### src/rtl/sequence_game_engine.sv
// rtl/sequence_game_engine.sv - programmable multi-game input-sequence challenge FSM
// Runs N_GAMES table-driven step sequences with lives, per-step timeout and quiz pause/resume.
module sequence_game_engine #(
    parameter int IN_W          = 9,
    parameter int N_GAMES       = 3,
    parameter int MAX_STEPS     = 8,
    parameter int LIVES_INIT    = 3,
    parameter int TIMEOUT_TICKS = 0
) (
    input  logic                           Clk,
    input  logic                           Reset_n,
    input  logic                           start,
    input  logic                           ack,
    input  logic [IN_W-1:0]                in_vec,
    input  logic                           tick,
    input  logic                           time_up,
    input  logic                           intr,
    input  logic                           intr_done,
    input  logic                           intr_pass,
    input  logic                           cfg_we,
    input  logic [$clog2(N_GAMES)-1:0]     cfg_game,
    input  logic [$clog2(MAX_STEPS)-1:0]   cfg_step,
    input  logic [IN_W-1:0]                cfg_pat,
    input  logic                           cfg_len_we,
    input  logic [$clog2(MAX_STEPS):0]     cfg_len,
    output logic [2:0]                     state_o,
    output logic [$clog2(N_GAMES)-1:0]     game_idx,
    output logic [$clog2(MAX_STEPS)-1:0]   step_idx,
    output logic [$clog2(LIVES_INIT+1)-1:0] lives,
    output logic                           miss
);

    localparam int GW = $clog2(N_GAMES);
    localparam int SW = $clog2(MAX_STEPS);
    localparam int LW = SW + 1;
    localparam int VW = $clog2(LIVES_INIT + 1);
    localparam int TW = (TIMEOUT_TICKS > 0) ? $clog2(TIMEOUT_TICKS + 1) : 1;
    localparam logic [TW-1:0] TMAX = TW'(TIMEOUT_TICKS);

    typedef enum logic [2:0] {
        S_IDLE    = 3'd0,
        S_PLAY    = 3'd1,
        S_QUIZ    = 3'd2,
        S_RECOVER = 3'd3,
        S_CLEAR   = 3'd4,
        S_WIN     = 3'd5,
        S_LOSE    = 3'd6
    } state_t;

    state_t            state_q, state_d;
    state_t            ret_q, ret_d;
    logic [GW-1:0]     game_q, game_d;
    logic [SW-1:0]     step_q, step_d;
    logic [VW-1:0]     lives_q, lives_d;
    logic              miss_q, miss_d;
    logic [IN_W-1:0]   prev_q, prev_d;
    logic [TW-1:0]     timer_q, timer_d;
    logic [IN_W-1:0]   pat_q [N_GAMES][MAX_STEPS];
    logic [IN_W-1:0]   pat_d [N_GAMES][MAX_STEPS];
    logic [LW-1:0]     len_q [N_GAMES];
    logic [LW-1:0]     len_d [N_GAMES];

    logic              do_miss;
    logic              match;
    logic              last_step;
    logic              timeout;
    logic [TW-1:0]     timer_inc;
    logic [IN_W-1:0]   cur_pat;

    assign cur_pat   = pat_q[game_q][step_q];
    assign match     = (in_vec == cur_pat);
    assign last_step = ({1'b0, step_q} == (len_q[game_q] - LW'(1)));
    assign timer_inc = (tick && (timer_q != TMAX)) ? timer_q + TW'(1) : timer_q;
    assign timeout   = (TIMEOUT_TICKS != 0) && (timer_inc == TMAX);

    always_comb begin
        state_d = state_q;
        ret_d   = ret_q;
        game_d  = game_q;
        step_d  = step_q;
        lives_d = lives_q;
        miss_d  = 1'b0;
        prev_d  = prev_q;
        timer_d = timer_q;
        pat_d   = pat_q;
        len_d   = len_q;
        do_miss = 1'b0;

        case (state_q)
            S_IDLE: begin
                if (cfg_we && (int'(cfg_game) < N_GAMES) && (int'(cfg_step) < MAX_STEPS)) begin
                    pat_d[cfg_game][cfg_step] = cfg_pat;
                end
                if (cfg_len_we && (int'(cfg_game) < N_GAMES)) begin
                    if ((cfg_len == '0) || (int'(cfg_len) > MAX_STEPS)) begin
                        len_d[cfg_game] = LW'(MAX_STEPS);
                    end else begin
                        len_d[cfg_game] = cfg_len;
                    end
                end
                if (start) begin
                    state_d = S_PLAY;
                    lives_d = VW'(LIVES_INIT);
                    game_d  = '0;
                    step_d  = '0;
                    prev_d  = '0;
                    timer_d = '0;
                end
            end
            S_PLAY: begin
                if (time_up) begin
                    state_d = S_LOSE;
                end else if (intr) begin
                    state_d = S_QUIZ;
                    ret_d   = S_PLAY;
                end else if (match) begin
                    prev_d  = cur_pat;
                    timer_d = '0;
                    if (last_step) begin
                        state_d = S_CLEAR;
                    end else begin
                        step_d = step_q + SW'(1);
                    end
                end else begin
                    // A timeout overrides a neutral (held) input; only a match beats it.
                    timer_d = timer_inc;
                    if (timeout || (in_vec != prev_q)) begin
                        do_miss = 1'b1;
                    end
                end
            end
            S_RECOVER: begin
                if (time_up) begin
                    state_d = S_LOSE;
                end else if (intr) begin
                    state_d = S_QUIZ;
                    ret_d   = S_RECOVER;
                end else if (in_vec == '0) begin
                    state_d = S_PLAY;
                end
            end
            S_QUIZ: begin
                if (intr_done) begin
                    if (intr_pass) begin
                        state_d = ret_q;
                        timer_d = '0;
                    end else begin
                        do_miss = 1'b1;
                    end
                end
            end
            S_CLEAR: begin
                if (time_up) begin
                    state_d = S_LOSE;
                end else if (in_vec == '0) begin
                    if (int'(game_q) == N_GAMES - 1) begin
                        state_d = S_WIN;
                    end else begin
                        state_d = S_PLAY;
                        game_d  = game_q + GW'(1);
                        step_d  = '0;
                        prev_d  = '0;
                        timer_d = '0;
                    end
                end
            end
            S_WIN, S_LOSE: begin
                if (ack) begin
                    state_d = S_IDLE;
                end
            end
            default: state_d = S_IDLE;
        endcase

        if (do_miss) begin
            miss_d = 1'b1;
            if (lives_q == VW'(1)) begin
                state_d = S_LOSE;
                lives_d = '0;
            end else begin
                state_d = S_RECOVER;
                lives_d = lives_q - VW'(1);
                step_d  = '0;
                prev_d  = '0;
                timer_d = '0;
            end
        end
    end

    always_ff @(posedge Clk or negedge Reset_n) begin
        if (!Reset_n) begin
            state_q <= S_IDLE;
            ret_q   <= S_PLAY;
            game_q  <= '0;
            step_q  <= '0;
            lives_q <= VW'(LIVES_INIT);
            miss_q  <= 1'b0;
            prev_q  <= '0;
            timer_q <= '0;
            for (int g = 0; g < N_GAMES; g++) begin
                len_q[g] <= LW'(1);
                for (int s = 0; s < MAX_STEPS; s++) begin
                    pat_q[g][s] <= '0;
                end
            end
        end else begin
            state_q <= state_d;
            ret_q   <= ret_d;
            game_q  <= game_d;
            step_q  <= step_d;
            lives_q <= lives_d;
            miss_q  <= miss_d;
            prev_q  <= prev_d;
            timer_q <= timer_d;
            pat_q   <= pat_d;
            len_q   <= len_d;
        end
    end

    assign state_o  = state_q;
    assign game_idx = game_q;
    assign step_idx = step_q;
    assign lives    = lives_q;
    assign miss     = miss_q;

endmodule
### config.mk
export PLATFORM = sky130hd
export DESIGN_NAME = sequence_game_engine
export DESIGN_NICKNAME = d
export VERILOG_FILES = /design/src/rtl/sequence_game_engine.sv
export SDC_FILE = /design/constraint.sdc
export NUM_CORES = 1
export LEC_CHECK = 0
export BUFFER_PORTS_ARGS = -buffer_cell sky130_fd_sc_hd__buf_2
export CORE_UTILIZATION = 50
export DETAILED_ROUTE_END_ITERATION = 8
export PLACE_DENSITY = 0.67
export SETUP_SLACK_MARGIN = 0.2
export SYNTH_ARGS = -nofsm -noshare
export SYNTH_HDL_FRONTEND = slang
export SYNTH_SLANG_ARGS = --single-unit
### constraint.sdc
create_clock -name Clk -period 3.5 [get_ports Clk]
set_input_delay 0.175 -clock Clk [delete_from_list [all_inputs] [get_ports Clk]]
set_output_delay 0.175 -clock Clk [all_outputs]
set_load 0.1 [all_outputs]
==> qor.yml <==
outcome: "complete, no violations"
startpoint_type: "flop"
slew_violations: 0
hp-start: "cfg_len[0]"
path_max_fanout: 6
grt_overflow: 0
p_per_area_nw_per_um2: 647
first_pass_iters: 5
drc: 0
synthArstFlopShare_pct: 100
clock_skew_ns: 0.00906
die_x_um: 159
r2r_start: "game_idx[1]"
grt_pass1_wl_mm: 49.4
final-hold-violation-count: 0
cts_tree: "built"
ctsHtreeMaxLevel: 1
tightest_slew_ns: 0.780
ios: 49
grt_antenna_before_repair: 0
crit_chain: "mux4_1, a22o_1, a31o_1, or3_1, a222oi_1, nand4_1, buf_4, buf_6, o21a_4, a311o_1"
min_path_type: "input pin to flop"
power.leakage_nw: 6.69
via_per_inst: 5.98
drt-total-wl_mm: 30.9
ys_seq_area_share_pct: 50.6
fin_cells: 1383
setup_ws_ns: 0.230
dp.cells: 1313
grt_pass1_vias: 8458
synthesis.area_um2: 12300
final.min_clock_period_ns: 3.27
syn-num-nets: 982
cts_root_buf: "clkbuf_16"
cts_sinks: 249
p_switching_mw: 2.81
required_ns: 3.91
place_ws_ns: -0.0438
netlist_instances: 940
fin_crit_sh_pct: 93.4
arrival_ns: 3.68
pwr-share-seq_pct: 43.2
layout-drive-gt1-share_pct: 45.9
fin_nets: 1081
fmax_mhz: 306
p_int_mw: 6.63
peakVddDrop_v: 0.000418
cts_made_buffers: 27
coreArea_um2: 24200
initial_utilization_pct: 50.8
cts.clk_slew.worst_paths_ns: 0.06
die_h_um: 159
postRouteAntennaNets: 0
synth_edf_count: 0
rsz0062_at_grt: "yes"
area_delta_synth_final_pct: 18.3
swShare_pct: 29.7
grt_max_degree: 103
clockBufferDepth: 3
p_comb_share_pct: 25.4
finalSetupViolCount: 0
die_area_um2: 25300
yosysWarnings: 0
max_slew_margin_pct: 48.0
dpl.hpwl_mm: 20.8
rows: 57
place_congestion: 0.882
worst_path_max_delay_cell: "mux4_1"
clk-insertion-delay-late_ns: 0.53
p_total_mw: 9.43
yosysUniqueCellTypes: 67
vias: 8265
antenna_cells: 0
worstSetupStartpoint: "game_idx[1]"
drt_iter0_drc: 647
critPathMaxStageDelay_ns: 0.64
critPathKind: "flop to flop"
post_drt_wl_per_cell_um: 22.3
drv_cap: 0
p_clk_share_pct: 31.4
end_kind: "flop"
synth_ff_type: "dfrtp_1"
io_buffer_count: 47
synth_seq_cells: 249
syn_area_per_cell_um2: 13.1
track_usage_pct: 25.1
final timing paths:
path                               to  slack (ns)  cells past startpoint
min reg2reg                 len_q[11]        0.49                      2
max                        state_o[0]        0.23                     10
max reg2reg                state_o[0]        0.23                     10
max in group asynchronous   pat_q[64]        2.23                      3
min in group asynchronous    len_q[1]        0.29                      2
min                         len_q[11]        0.06                      4
state kept, by name (all words and copies together) (netlist names):
register	cells
step_idx	3
lives	2
miss	1
ret_q	1
state_o	3
prev_q	9
pat_q	216
len_q	12
game_idx	2
layer usage:
metal	routed length, um	part of all wire, %	up-vias	track usage (%)
li1	-	-	3692	-
met1	14000	45	4335	35.1
met2	14600	47	188	40.6
met3	1300	4.2	50	3.26
met4	942	3.1	0	8.61
met5	0	0	-	0
metrics by stage:
stage	hold slack, ns	cell area, um^2	setup TNS [ns]	util (%)
after CTS	0.0178	14400	0	59.5
after global placement	0.283	13200	-0.217	54.6
final	0.0610	14600	0	60.1
after detailed placement	0.282	13200	-0.0836	54.6
after global routing	0.0822	14600	0	60.1
after floorplan	-0.121	12400	0	-
kinds of logic after synthesis:
group	synth area share, %
multiplexers	31.5
flip-flops	50.6
AND/OR/NAND/NOR	7.07
AO/OA/AOI/OAI	6.61
buffers and inverters	2.58
XOR/XNOR	1.21
adder cells (fa/ha/maj)	0.406
cells in the mapped netlist (all sizes together) (5+ instances only):
cell type  count  area, um^2
nor3          23         120
clkbuf        37         139
a21oi         25         125
dfrtp        244        6110
mux2         237        2670
nor4           5        31.3
dfstp          5         131
xnor2          9        78.8
buf           20         138
o21a          11        82.6
nand2         46         173
nand3          9        45.0
o211ai         7        52.6
a22o           6        52.6
inv           10        37.5
a22oi         13        97.6
mux2i         42         420
o21ai         14        73.8
mux4          35         792
xor2           8        70.1
nor2b         11        68.8
a31oi          7        43.8
and3           5        31.3
nor2          34         128
nor3b         10        75.1
nand2b         8        50.1
final cells by class:
type                    count  area, um^2
repair buffers            127        1020
well taps                 324         405
multi-input cells         623        5930
inverters                  11        41.3
flip-flops and latches    249        6250
fillers                  1929        9670
clock buffers              35         756
clock inverters            14         174
placed cells by master, fill, tap and decap left out, types with 5 or more instances in the layout:
| master | n |
|---|---|
| o211ai_1 | 7 |
| buf_2 | 46 |
| nor2b_1 | 8 |
| xnor2_1 | 9 |
| mux2i_1 | 39 |
| inv_1 | 9 |
| clkinv_2 | 9 |
| nand3_1 | 9 |
| a22o_1 | 6 |
| dfstp_2 | 5 |
| buf_4 | 63 |
| a21oi_1 | 24 |
| nor3b_1 | 6 |
| clkbuf_8 | 5 |
| nand2b_1 | 8 |
| mux2_2 | 233 |
| dfrtp_1 | 239 |
| nor2_1 | 32 |
| clkbuf_16 | 28 |
| nor3_1 | 19 |
| o21a_1 | 10 |
| a31oi_1 | 5 |
| nand2_1 | 45 |
| buf_12 | 7 |
| xor2_1 | 8 |
| a22oi_1 | 9 |
| mux4_2 | 34 |
| o21ai_0 | 11 |
power groups by stage:
stage | clock, mW | combinational [mW] | sequential (mW)
final | 2.96 | 2.39 | 4.08
after global placement | 0 | 2.25 | 4.08
after floorplan | 0 | 1.54 | 4.18
after detailed placement | 0 | 2.31 | 4.11
after global routing | 3.14 | 2.59 | 4.17
after CTS | 3.02 | 2.35 | 4.07
what timing repair did:
item / CTS / global route
gates resized for setup: 20 / 19
setup buffers: 12 / 5
hold buffers: 2 / 0
pin swaps: 6 / 13
gates cloned: 1 / 1
endpoints found under the hold margin: 95 / 0
endpoints found under the setup margin: 17 / 17
critical path, delay by kind of cell, from the launching register on:
kind | cells | cell delay (ns)
DFF | 1 | 0.49
buffers and inverters | 2 | 0.30
and+or+nand+nor | 2 | 0.45
muxes | 1 | 0.64
AOI/OAI and AO/OA | 5 | 1.26
Power figures use the tool's default switching activity.
